==> config.mk <==
export PLATFORM = sky130hd
export DESIGN_NAME = ex_stage_muldiv
export DESIGN_NICKNAME = d
export VERILOG_FILES = /design/src/rtl/pipeline_pkg.sv /design/src/rtl/ex_muldiv.sv /design/src/rtl/ex_stage_muldiv.sv
export SDC_FILE = /design/constraint.sdc
export NUM_CORES = 1
export LEC_CHECK = 0
export CAP_MARGIN = 20
export CORE_UTILIZATION = 51
export DETAILED_ROUTE_END_ITERATION = 6
export MAX_ROUTING_LAYER = met4
export PLACE_DENSITY = 0.86
export SYNTH_ARGS = -nofsm -noshare
export SYNTH_HDL_FRONTEND = slang
export SYNTH_SLANG_ARGS = --single-unit
==> constraint.sdc <==
create_clock -name vclk -period 8.1
set_input_delay 1.62 -clock vclk [all_inputs]
set_output_delay 1.62 -clock vclk [all_outputs]
set_load 0.03 [all_outputs]
==> src/rtl/pipeline_pkg.sv <==
// Shared pipeline definitions: ALUOp encodings, R-type funct codes,
// multiply/divide state encoding and iteration length.
package pipeline_pkg;

  typedef enum logic [1:0] {
    ALU_ADD   = 2'b00,
    ALU_SUB   = 2'b01,
    ALU_RTYPE = 2'b10,
    ALU_SLT   = 2'b11
  } alu_op_e;

  localparam logic [5:0] F_ADD   = 6'h20;
  localparam logic [5:0] F_ADDU  = 6'h21;
  localparam logic [5:0] F_SUB   = 6'h22;
  localparam logic [5:0] F_SUBU  = 6'h23;
  localparam logic [5:0] F_AND   = 6'h24;
  localparam logic [5:0] F_OR    = 6'h25;
  localparam logic [5:0] F_XOR   = 6'h26;
  localparam logic [5:0] F_NOR   = 6'h27;
  localparam logic [5:0] F_SLT   = 6'h2A;
  localparam logic [5:0] F_SLTU  = 6'h2B;
  localparam logic [5:0] F_MFHI  = 6'h10;
  localparam logic [5:0] F_MFLO  = 6'h12;
  localparam logic [5:0] F_MULT  = 6'h18;
  localparam logic [5:0] F_MULTU = 6'h19;
  localparam logic [5:0] F_DIV   = 6'h1A;
  localparam logic [5:0] F_DIVU  = 6'h1B;

  // Multiply/divide op select; equals funct[1:0] of mult/multu/div/divu.
  localparam logic [1:0] MD_MULT  = 2'b00;
  localparam logic [1:0] MD_MULTU = 2'b01;
  localparam logic [1:0] MD_DIV   = 2'b10;
  localparam logic [1:0] MD_DIVU  = 2'b11;

  typedef enum logic [1:0] {
    MD_IDLE = 2'b00,
    MD_CALC = 2'b01,
    MD_FIX  = 2'b10
  } md_state_e;

  localparam int         CALC_LEN  = 32;
  localparam logic [4:0] CALC_LAST = 5'(CALC_LEN - 1);

  // True for mult, multu, div, divu.
  function automatic logic is_md_op(input logic [5:0] f);
    return f[5:2] == 4'b0110;
  endfunction

  // True for every funct that touches HI/LO (and so must wait for the unit).
  function automatic logic uses_hilo(input logic [5:0] f);
    return is_md_op(f) || (f == F_MFHI) || (f == F_MFLO);
  endfunction

endpackage

==> src/rtl/ex_muldiv.sv <==
// Iterative multiply/divide unit: shift-add multiply and restoring divide,
// one bit per CALC cycle, sign correction in FIX, HI/LO written when FIX ends.
module ex_muldiv
  import pipeline_pkg::*;
(
  input  logic        clk,
  input  logic        rst,
  input  logic        start,
  input  logic [1:0]  op,
  input  logic [31:0] a,
  input  logic [31:0] b,
  output logic        busy,
  output logic [31:0] hi,
  output logic [31:0] lo
);

  md_state_e   state;
  logic [4:0]  count;
  logic        is_div;
  logic        neg_a;
  logic        neg_b;
  logic        b_zero;
  logic [31:0] mag_a;
  logic [31:0] mag_b;
  logic [31:0] acc_hi;
  logic [31:0] acc_lo;

  // Operand magnitudes for the issuing op (signed ops strip the sign).
  logic        in_signed;
  logic        in_neg_a;
  logic        in_neg_b;
  logic [31:0] in_mag_a;
  logic [31:0] in_mag_b;

  assign in_signed = ~op[0];
  assign in_neg_a  = in_signed & a[31];
  assign in_neg_b  = in_signed & b[31];
  assign in_mag_a  = in_neg_a ? (~a + 32'd1) : a;
  assign in_mag_b  = in_neg_b ? (~b + 32'd1) : b;

  assign busy = (state != MD_IDLE);

  // One iteration step and the final sign-corrected results.
  logic [32:0] mul_sum;
  logic [32:0] div_shift;
  logic [32:0] div_trial;
  logic        div_ge;
  logic [31:0] step_hi;
  logic [31:0] step_lo;
  logic [63:0] prod;
  logic [63:0] prod_fix;
  logic [31:0] fix_hi;
  logic [31:0] fix_lo;

  // Datapath for one CALC iteration and for the FIX correction.
  always_comb begin
    mul_sum   = {1'b0, acc_hi} + (acc_lo[0] ? {1'b0, mag_a} : 33'd0);
    div_shift = {acc_hi, acc_lo[31]};
    div_trial = div_shift - {1'b0, mag_b};
    div_ge    = (div_shift >= {1'b0, mag_b});
    if (is_div) begin
      step_hi = div_ge ? div_trial[31:0] : div_shift[31:0];
      step_lo = {acc_lo[30:0], div_ge};
    end else begin
      step_hi = mul_sum[32:1];
      step_lo = {mul_sum[0], acc_lo[31:1]};
    end

    prod     = {acc_hi, acc_lo};
    prod_fix = (neg_a ^ neg_b) ? (~prod + 64'd1) : prod;
    if (!is_div) begin
      fix_hi = prod_fix[63:32];
      fix_lo = prod_fix[31:0];
    end else if (b_zero) begin
      // Divide by zero: all-ones quotient, dividend passed through as remainder.
      fix_hi = neg_a ? (~mag_a + 32'd1) : mag_a;
      fix_lo = 32'hFFFF_FFFF;
    end else begin
      fix_hi = neg_a ? (~acc_hi + 32'd1) : acc_hi;
      fix_lo = (neg_a ^ neg_b) ? (~acc_lo + 32'd1) : acc_lo;
    end
  end

  // Sequencer IDLE -> CALC (32 cycles) -> FIX -> IDLE with registered HI/LO.
  always_ff @(posedge clk or posedge rst) begin
    if (rst) begin
      state  <= MD_IDLE;
      count  <= 5'd0;
      is_div <= 1'b0;
      neg_a  <= 1'b0;
      neg_b  <= 1'b0;
      b_zero <= 1'b0;
      mag_a  <= 32'd0;
      mag_b  <= 32'd0;
      acc_hi <= 32'd0;
      acc_lo <= 32'd0;
      hi     <= 32'd0;
      lo     <= 32'd0;
    end else begin
      case (state)
        MD_IDLE: begin
          if (start) begin
            state  <= MD_CALC;
            count  <= 5'd0;
            is_div <= op[1];
            neg_a  <= in_neg_a;
            neg_b  <= in_neg_b;
            b_zero <= (b == 32'd0);
            mag_a  <= in_mag_a;
            mag_b  <= in_mag_b;
            acc_hi <= 32'd0;
            // Multiply shifts the multiplier out of acc_lo; divide shifts the dividend.
            acc_lo <= op[1] ? in_mag_a : in_mag_b;
          end
        end
        MD_CALC: begin
          acc_hi <= step_hi;
          acc_lo <= step_lo;
          if (count == CALC_LAST) begin
            state <= MD_FIX;
            count <= 5'd0;
          end else begin
            count <= count + 5'd1;
          end
        end
        MD_FIX: begin
          hi    <= fix_hi;
          lo    <= fix_lo;
          state <= MD_IDLE;
        end
        default: state <= MD_IDLE;
      endcase
    end
  end

endmodule

==> src/rtl/ex_stage_muldiv.sv <==
// Execute stage: combinational ALU with operand/destination muxing, branch
// target adder and HI/LO access. The iterative multiply/divide unit and its
// stall logic are present only when EX_STAGE_MULDIV_EN is defined.
module ex_stage_muldiv
  import pipeline_pkg::*;
(
  input  logic        clk,
  input  logic        rst,
  input  logic        ex_valid,
  input  logic [31:2] PC_4,
  input  logic [31:0] ReadData1,
  input  logic [31:0] ReadData2,
  input  logic [31:0] extended_offset,
  input  logic [20:16] WriteChoice1,
  input  logic [15:11] WriteChoice2,
  input  logic        RegDst,
  input  logic        ALUSrc,
  input  logic [1:0]  ALUOp,
  output logic [31:0] ALUResult,
  output logic        Zero,
  output logic [31:0] WriteData,
  output logic [4:0]  WriteReg,
  output logic [31:2] BranchTarget,
  output logic        ex_stall,
  output logic        md_busy
);

  logic [5:0]  funct;
  logic [31:0] op_a;
  logic [31:0] op_b;
  logic [31:0] hi;
  logic [31:0] lo;

  assign funct        = extended_offset[5:0];
  assign op_a         = ReadData1;
  assign op_b         = ALUSrc ? extended_offset : ReadData2;
  assign WriteData    = ReadData2;
  assign WriteReg     = RegDst ? WriteChoice2 : WriteChoice1;
  assign BranchTarget = PC_4 + extended_offset[29:0];
  assign Zero         = (ALUResult == 32'd0);

`ifdef EX_STAGE_MULDIV_EN
  logic md_start;

  // Only an R-type mult/div starts the unit, and only when it is idle.
  assign md_start = ex_valid && (ALUOp == ALU_RTYPE) && is_md_op(funct) && !md_busy;

  // Any HI/LO user waits while the unit is running; the issuing op sees an idle unit.
  assign ex_stall = ex_valid && md_busy && uses_hilo(funct);

  ex_muldiv u_muldiv (
    .clk   (clk),
    .rst   (rst),
    .start (md_start),
    .op    (funct[1:0]),
    .a     (op_a),
    .b     (op_b),
    .busy  (md_busy),
    .hi    (hi),
    .lo    (lo)
  );
`else
  logic unused_md;

  assign unused_md = ^{clk, rst, ex_valid};
  assign ex_stall  = 1'b0;
  assign md_busy   = 1'b0;
  assign hi        = 32'd0;
  assign lo        = 32'd0;
`endif

  // ALU result selection; overflow never traps, unknown funct yields 0.
  always_comb begin
    ALUResult = 32'd0;
    case (ALUOp)
      ALU_ADD: ALUResult = op_a + op_b;
      ALU_SUB: ALUResult = op_a - op_b;
      ALU_SLT: ALUResult = {31'd0, $signed(op_a) < $signed(op_b)};
      ALU_RTYPE: begin
        case (funct)
          F_ADD, F_ADDU: ALUResult = op_a + op_b;
          F_SUB, F_SUBU: ALUResult = op_a - op_b;
          F_AND:         ALUResult = op_a & op_b;
          F_OR:          ALUResult = op_a | op_b;
          F_XOR:         ALUResult = op_a ^ op_b;
          F_NOR:         ALUResult = ~(op_a | op_b);
          F_SLT:         ALUResult = {31'd0, $signed(op_a) < $signed(op_b)};
          F_SLTU:        ALUResult = {31'd0, op_a < op_b};
          F_MFHI:        ALUResult = hi;
          F_MFLO:        ALUResult = lo;
          default:       ALUResult = 32'd0;
        endcase
      end
      default: ALUResult = 32'd0;
    endcase
  end

endmodule

==> impl_metrics.json, run 1 <==
{
  "synth_cell_types": 95,
  "crit_path_top_delay_cell": "sky130_fd_sc_hd__or4_1",
  "critical_path_cell_sequence": "clkdlybuf4s50_1 -> mux2i_1 -> inv_1 -> ha_1 -> fa_1 -> nor2_1 -> o311ai_1 -> a211o_1 -> a211oi_4 -> o21a_1 -> nor3_1 -> or3_4 -> or4_1 -> nor4b_2 -> nand4_1 -> nor3_2 -> buf_4",
  "drt_iter0_markers": 1071,
  "ys_seq_area_share_pct": 0,
  "nNetsFinal": 1639,
  "fp.dieW_um": 128,
  "total_leakage_power_nw": 4.59,
  "number_of_iterations_in_the_first_detailed_routing_pass": 6,
  "worst_hold_check_path_type": "in -> out",
  "end_kind": "output port",
  "gr-total-overflow": 0,
  "avgSynthCellArea_um2": 6.87,
  "critical_path.max_stage_delay_ns": 0.61,
  "route.final.wire_length_mm": 31.4,
  "n_sequential_cell": 0,
  "setup_total_negative_slack_ns": 0,
  "post_drt_via_cell_ratio": 6.46,
  "die_height_um": 128,
  "syn-instance-count": 1185,
  "worst_pin_slew_ns": 0.921,
  "worst-path-max-fanout": 4,
  "run_status": "complete, no violations",
  "cap_violations": 0,
  "crit_start": "extended_offset[0]",
  "setup_crit_path_kind": "in -> out",
  "final_period_minus_worst_setup_slack_ns": 7.91,
  "setup-violations-final": 0,
  "fin_crit_sh_pct": 97.6,
  "worst_rel_slew_slack_pct": 38.4,
  "total_core_area_um2": 15400,
  "pwr_density_cell_nw_per_um2": 99.1,
  "routed-via-count": 10200,
  "route.detailed.wl_per_inst_um": 19.9,
  "drive_gt1_share_pct": 6.37,
  "fillCellCount": 1381,
  "yosysTopAreaCell": "sky130_fd_sc_hd__ha_1",
  "hpwlAfterDp_mm": 25.6,
  "grt_first_pass_wirelength_mm": 48.2,
  "timing_hold_violations_final": 0,
  "worst-path-buf-inv": 3,
  "post-route-drc-count": 0,
  "cp_data_required_time_ns": 6.48,
  "timing.critical_path.arrival_ns": 6.29,
  "worst_path_dominant_cell_family": "simple AND/OR/NAND/NOR gates",
  "synth_area_leaders": "sky130_fd_sc_hd__ha_1, sky130_fd_sc_hd__a21oi_1, sky130_fd_sc_hd__mux2i_1",
  "gp_routability_congestion": 1.01,
  "antenna_found_initial": 0,
  "antenna_violating_nets_post_route": 0,
  "max_freq_ghz": 0.126,
  "post-synth-top-area-fraction_pct": 19.2,
  "max-vdd-ir-drop_v": 0.0000704,
  "ctsHoldBuffers": 0,
  "totalPowerFinal_mw": 1.05,
  "clockBufferCount": 0,
  "min-delay-start": "ReadData2[27]",
  "synthesis.yosys.warnings": 0,
  "first_global_vias": 9358,
  "grt_setup_unrepaired": "false",
  "syn-cell-area_um2": 8150,
  "timing_max_transition_violations_final": 0,
  "antenna-diode-count": 0,
  "io_buffers": 240,
  "design.portCount": 245,
  "layout_common_cells": "sky130_fd_sc_hd__clkdlybuf4s50_1, sky130_fd_sc_hd__ha_1, sky130_fd_sc_hd__inv_1",
  "grt.total_usage_pct": 37.5,
  "startpoint_type": "primary input",
  "grt_start_max_net_pins": 26,
  "seqCellArea_um2": 0,
  "syn_to_final_growth_pct": 30.2,
  "mostFrequentLayoutCell": "sky130_fd_sc_hd__clkdlybuf4s50_1",
  "core.rowCount": 45,
  "start_util_pct": 53.0,
  "die_area_um2": 16500
}
==> power breakdown <==
group / leakage (nW) / internal [mW] / switching, mW
logic: 4.59 / 0.434 / 0.617
clock network: 0 / 0 / 0
registers: 0 / 0 / 0
==> worst paths after layout <==
path,to,depth (start not counted)
max,Zero,17
min,WriteData[27],2
==> kinds of logic after synthesis <==
group	Yosys count	synth area share [%]
AOI/OAI and AO/OA	430	37.3
xor gates and xnor gates	33	3.55
adders and majority gates	128	19.9
buffers and inverters	206	11.5
muxes	50	6.24
other	1	0.0460
and+or+nand+nor	337	21.5
==> routing by layer <==
metal	part of all wire, %	GRT usage, %	up-vias
met5	0	-	-
met4	3.4	12.4	0
met3	9.0	3.83	95
met2	45	60.4	620
met1	43	48.7	4706
li1	-	-	4767
==> metrics by stage <==
stage	instances	setup WS, ns	cell area [µm²]	utilization (%)	hold WS, ns
2_1_floorplan	1186	0.321	8150	-	3.37
3_3_place_gp	1575	0.236	10600	68.8	4.25
3_5_place_dp	1575	0.201	10600	68.8	4.25
4_1_cts	1575	0.185	10600	68.8	4.25
5_1_grt	1577	0.0380	10600	69.0	4.26
6_report	1577	0.194	10600	69.0	4.25
==> Yosys cell counts, types with 15 or more instances <==
cell / n
sky130_fd_sc_hd__a21o_1: 24
sky130_fd_sc_hd__a21oi_1: 104
sky130_fd_sc_hd__a221o_1: 16
sky130_fd_sc_hd__a221oi_1: 18
sky130_fd_sc_hd__buf_4: 37
sky130_fd_sc_hd__clkbuf_1: 41
sky130_fd_sc_hd__ha_1: 125
sky130_fd_sc_hd__inv_1: 107
sky130_fd_sc_hd__mux2i_1: 44
sky130_fd_sc_hd__nand2_1: 60
sky130_fd_sc_hd__nand2b_1: 22
sky130_fd_sc_hd__nand3_1: 30
sky130_fd_sc_hd__nor2_1: 89
sky130_fd_sc_hd__nor3_1: 40
sky130_fd_sc_hd__o211ai_1: 19
sky130_fd_sc_hd__o21a_1: 21
sky130_fd_sc_hd__o21ai_0: 60
sky130_fd_sc_hd__o22ai_1: 15
sky130_fd_sc_hd__xnor2_1: 25
==> final cells by class <==
| cell class | instances | area, µm² | share of cell area (%) |
|---|---|---|---|
| multi-input combinational | 980 | 7240 | 68.3 |
| timing repair buffer | 277 | 2690 | 25.4 |
| inverter | 109 | 409 | 3.86 |
| tap | 211 | 264 | 2.49 |
==> repair_timing <==
item,4_1_cts,5_1_grt
endpoints found under the setup margin,0,1
resized for setup,0,2
buffers inserted,0,2
endpoints found under the hold margin,0,0
(Power assumes the default switching activity.)
==> run 2, diff against run 1 <==
--- a/config.mk
+++ b/config.mk
@@ -6,10 +6,11 @@
 export NUM_CORES = 1
 export LEC_CHECK = 0
 export CAP_MARGIN = 20
-export CORE_UTILIZATION = 51
+export CORE_UTILIZATION = 65
 export DETAILED_ROUTE_END_ITERATION = 6
+export DONT_BUFFER_PORTS = 1
 export MAX_ROUTING_LAYER = met4
-export PLACE_DENSITY = 0.86
+export PLACE_DENSITY = 0.81
 export SYNTH_ARGS = -nofsm -noshare
 export SYNTH_HDL_FRONTEND = slang
 export SYNTH_SLANG_ARGS = --single-unit
==> run 2 against run 1 <==
  * Cell count shrank 19%
  * Largest cell class unchanged
  * Critical path depth shrank 2
  * Sequential share of layout area is the same
  * Non-clock buffer count shrank 257
  * First-iteration DRC count grew 5.4%
  * Global-route usage grew 3.2 points
  * Highest routed layer unchanged
  * Combinational power shrank 25%
  * Setup slack gained 0.16 ns
  * Core utilization shrank 2.9 points
==> impl_metrics.json, run 2 (synthesis results as in run 1) <==
{
  "design.portCount": 245,
  "grt_first_pass_wirelength_mm": 41.5,
  "fp.dieW_um": 114,
  "p_sw_uw": 531,
  "n_sequential_cell": 0,
  "core.rowCount": 40,
  "end_kind": "output port",
  "antenna_violating_nets_post_route": 0,
  "timing_max_transition_violations_final": 0,
  "mostFrequentLayoutCell": "sky130_fd_sc_hd__ha_1",
  "first_global_vias": 8165,
  "cap_violations": 0,
  "setup_crit_path_kind": "in -> out",
  "fillCellCount": 1169,
  "gr-total-overflow": 0,
  "cell_internal_pwr_uw": 255,
  "postLayoutCellArea_um2": 8000,
  "post-cts-setup-buffer-count": 0,
  "worst_pin_slew_ns": 1.08,
  "setup-violations-final": 0,
  "drive_gt1_share_pct": 5.95,
  "power.share.combinational_pct": 100.0,
  "fin_crit_sh_pct": 95.6,
  "dp.cells": 1277,
  "route.detailed.wl_per_inst_um": 21.1,
  "antenna_found_initial": 0,
  "layout_common_cells": "sky130_fd_sc_hd__ha_1, sky130_fd_sc_hd__inv_1, sky130_fd_sc_hd__a21oi_1",
  "startpoint_type": "primary input",
  "cp_data_required_time_ns": 6.48,
  "timing_hold_violations_final": 0,
  "die_area_um2": 13000,
  "route.final.wire_length_mm": 27.0,
  "max-vdd-ir-drop_v": 0.0000776,
  "clock_power_share_pct": 0,
  "nNetsFinal": 1382,
  "power.share.sequential_pct": 0,
  "number_of_iterations_in_the_first_detailed_routing_pass": 7,
  "timing.critical_path.arrival_ns": 6.13,
  "hpwlAfterDp_mm": 21.5,
  "total_leakage_power_nw": 3.56,
  "setup_total_negative_slack_ns": 0,
  "drt_iter0_markers": 1129,
  "post_drt_via_cell_ratio": 7.13,
  "max_freq_ghz": 0.129,
  "grt_setup_unrepaired": "false",
  "post-route-drc-count": 0,
  "run_status": "complete, no violations",
  "grt_start_max_net_pins": 33,
  "die_height_um": 114,
  "worst_hold_check_path_type": "in -> out",
  "multi_input_comb_area_um2": 7230,
  "gp_routability_congestion": 1.06,
  "power.share.switching_pct": 67.6,
  "post-route-util_pct": 66.1,
  "clockBufferCount": 0,
  "total_core_area_um2": 12100,
  "totalPowerFinal_uw": 786,
  "io_buffers": 0,
  "pwr_density_cell_nw_per_um2": 98.2,
  "dpl-instance-area_um2": 8000,
  "grt.total_usage_pct": 40.6,
  "ctsResizeCount": 0,
  "final_period_minus_worst_setup_slack_ns": 7.75,
  "ctsHoldBuffers": 0,
  "antenna-diode-count": 0,
  "worst-path-max-fanout": 32,
  "seqCellArea_um2": 0,
  "start_util_pct": 67.3,
  "post_layout_nonfiller_instances": 1277,
  "worst_rel_slew_slack_pct": 27.6,
  "syn_to_final_growth_pct": -1.77,
  "routed-via-count": 9111
}
run 2: cell count changes in the layout (fill, tap and decap cells not counted), sizes merged:
cell and change:
clkdlybuf4s50 -238, buf -19
run 2: worst paths after layout:
check | cells after the start | endpoint | slack, ns | startpoint
worst max-delay path | 15 | Zero | 0.35 | ALUSrc
worst min-delay path | 0 | WriteData[10] | 3.24 | ReadData2[10]
run 2: worst max-delay path: stages:
cell and delay [ns]:
sky130_fd_sc_hd__mux2i_1 0.22, sky130_fd_sc_hd__inv_1 0.09, sky130_fd_sc_hd__ha_1 0.22, sky130_fd_sc_hd__fa_1 0.46, sky130_fd_sc_hd__nor2_1 0.17, sky130_fd_sc_hd__o311ai_1 0.18
sky130_fd_sc_hd__a211o_1 0.37, sky130_fd_sc_hd__a211oi_4 0.48, sky130_fd_sc_hd__o21a_1 0.22, sky130_fd_sc_hd__nor3_1 0.07, sky130_fd_sc_hd__or3_4 0.47, sky130_fd_sc_hd__or4_1 0.62
sky130_fd_sc_hd__nor4b_2 0.24, sky130_fd_sc_hd__nand4_1 0.21, sky130_fd_sc_hd__nor3_2 0.46
run 2: stage by stage:
step                worst slack, ns  hold WS (ns)
finish                        0.353          3.24
global route                  0.192          3.24
CTS                           0.439          3.24
detailed placement            0.438          3.24
global placement              0.478          3.24
floorplan                     0.321          3.37
run 2: area by class of cell:
cell class	count	area share (%)
inverters	109	5.11
repair buffers	20	1.88
well taps	168	2.63
multi-input cells	980	90.4
run 2: metal layers:
layer / global-route usage [%] / share of wire, %
met3: 6.32 / 11
met1: 53.0 / 42
met4: 13.9 / 3.9
met5: - / 0
met2: 63.7 / 44
run 2: power by group through the flow:
stage	sequential, mW	clock [mW]	combinational (mW)
after floorplan	0	0	0.661
after global placement	0	0	0.756
after detailed placement	0	0	0.763
after CTS	0	0	0.767
after global routing	0	0	0.840
final	0	0	0.786
==> run 3, diff against run 2 <==
--- a/config.mk
+++ b/config.mk
@@ -10,7 +10,7 @@
 export DETAILED_ROUTE_END_ITERATION = 6
 export DONT_BUFFER_PORTS = 1
 export MAX_ROUTING_LAYER = met4
-export PLACE_DENSITY = 0.81
+export PLACE_DENSITY_LB_ADDON = 0.2
 export SYNTH_ARGS = -nofsm -noshare
 export SYNTH_HDL_FRONTEND = slang
 export SYNTH_SLANG_ARGS = --single-unit
==> run 3 against run 2 <==
  * Maximum frequency decreased by 0.45%
  * First-iteration DRC count rose by 8.1%
  * Global-route usage increased by 0.52 points
  * Combinational power about the same
  * Highest routed layer unchanged
==> impl_metrics.json, run 3 (synthesis results as in run 1) <==
{
  "worst_rel_slew_slack_pct": 33.5,
  "first_global_vias": 8130,
  "fp.dieW_um": 114,
  "postLayoutCellArea_um2": 8020,
  "post-route-util_pct": 66.2,
  "die_area_um2": 13000,
  "drt_iter0_markers": 1221,
  "layout_common_cells": "sky130_fd_sc_hd__ha_1, sky130_fd_sc_hd__inv_1, sky130_fd_sc_hd__a21oi_1",
  "drive_gt1_share_pct": 6.12,
  "grt_setup_unrepaired": "false",
  "syn_to_final_growth_pct": -1.58,
  "n_sequential_cell": 0,
  "design.portCount": 245,
  "grt_first_pass_wirelength_mm": 41.9,
  "setup_crit_path_kind": "in -> out",
  "post-cts-setup-buffer-count": 0,
  "worst_hold_check_path_type": "in -> out",
  "critical_path.max_stage_delay_ns": 0.63,
  "fin_crit_sh_pct": 96.1,
  "io_buffers": 0,
  "start_util_pct": 67.3,
  "route.final.wire_length_mm": 27.1,
  "end_kind": "output port",
  "clockBufferCount": 0,
  "total_leakage_power_nw": 3.57,
  "core.rowCount": 40,
  "max_freq_ghz": 0.129,
  "timing_hold_violations_final": 0,
  "setup-violations-final": 0,
  "post_drt_via_cell_ratio": 7.07,
  "route.detailed.wl_per_inst_um": 21.2,
  "nNetsFinal": 1384,
  "worst-path-max-fanout": 32,
  "grt_start_max_net_pins": 33,
  "gp_routability_congestion": 1.04,
  "timing.critical_path.arrival_ns": 6.16,
  "total_core_area_um2": 12100,
  "post_layout_nonfiller_instances": 1279,
  "timing_max_transition_violations_final": 0,
  "cap_violations": 0,
  "cp_data_required_time_ns": 6.48,
  "hpwlAfterDp_mm": 21.7,
  "final_period_minus_worst_setup_slack_ns": 7.78,
  "worst_pin_slew_ns": 0.998,
  "ctsResizeCount": 0,
  "max-vdd-ir-drop_v": 0.0000733,
  "antenna_violating_nets_post_route": 0,
  "gr-total-overflow": 0,
  "number_of_iterations_in_the_first_detailed_routing_pass": 5,
  "seqCellArea_um2": 0,
  "setup_total_negative_slack_ns": 0,
  "dpl-instance-area_um2": 8020,
  "mostFrequentLayoutCell": "sky130_fd_sc_hd__ha_1",
  "pwr_density_cell_nw_per_um2": 98.2,
  "antenna-diode-count": 0,
  "die_height_um": 114,
  "antenna_found_initial": 0,
  "dp.cells": 1279,
  "ctsHoldBuffers": 0,
  "startpoint_type": "primary input",
  "grt.total_usage_pct": 41.2,
  "critical_path_cell_sequence": "mux2i_1 -> inv_1 -> ha_1 -> fa_1 -> nor2_1 -> o311ai_1 -> a211o_1 -> a211oi_4 -> o21a_1 -> nor3_1 -> or3_4 -> or4_1 -> nor4b_2 -> nand4_1 -> nor3_2",
  "run_status": "complete, no violations",
  "crit_path_top_delay_cell": "sky130_fd_sc_hd__or4_1",
  "post-route-drc-count": 0,
  "routed-via-count": 9037
}
==> run 3: worst paths after layout <==
| path | start | to | slack, ns | cells after the start |
|---|---|---|---|---|
| min | ReadData2[0] | WriteData[0] | 3.24 | 0 |
| max | ALUSrc | Zero | 0.32 | 15 |
==> run 3: routing by layer <==
metal	vias to the layer above	GRT usage [%]	part of all wire [%]
li1	4258	-	-
met1	4159	55.0	43
met2	547	63.4	43
met3	73	5.10	10
met4	0	14.9	3.6
met5	-	-	0
==> run 3: layout make-up <==
class	count	area (µm²)
multi-input combinational	980	7230
fill	1164	4090
inverter	109	409
tap	168	210
timing repair buffer	22	165
==> run 3: per-stage QoR <==
stage | power, mW | hold slack, ns | setup WS [ns]
4_1_cts | 0.770 | 3.24 | 0.414
5_1_grt | 0.844 | 3.24 | 0.117
6_report | 0.787 | 3.24 | 0.319
2_1_floorplan | 0.661 | 3.37 | 0.321
3_3_place_gp | 0.763 | 3.24 | 0.429
3_5_place_dp | 0.766 | 3.24 | 0.423
==> run 3: power by group <==
part	total (mW)	leakage (nW)	internal, mW	switching [mW]
sequential	0	0	0	0
combinational	0.787	3.57	0.257	0.531
clock	0	0	0	0
==> run 3: worst max-delay path, delay by kind of cell <==
kind,cells,cell delay [ns]
compound gates,4,1.26
simple gates,7,2.26
buf+inv,1,0.09
mux,1,0.22
fa+ha+maj,2,0.70
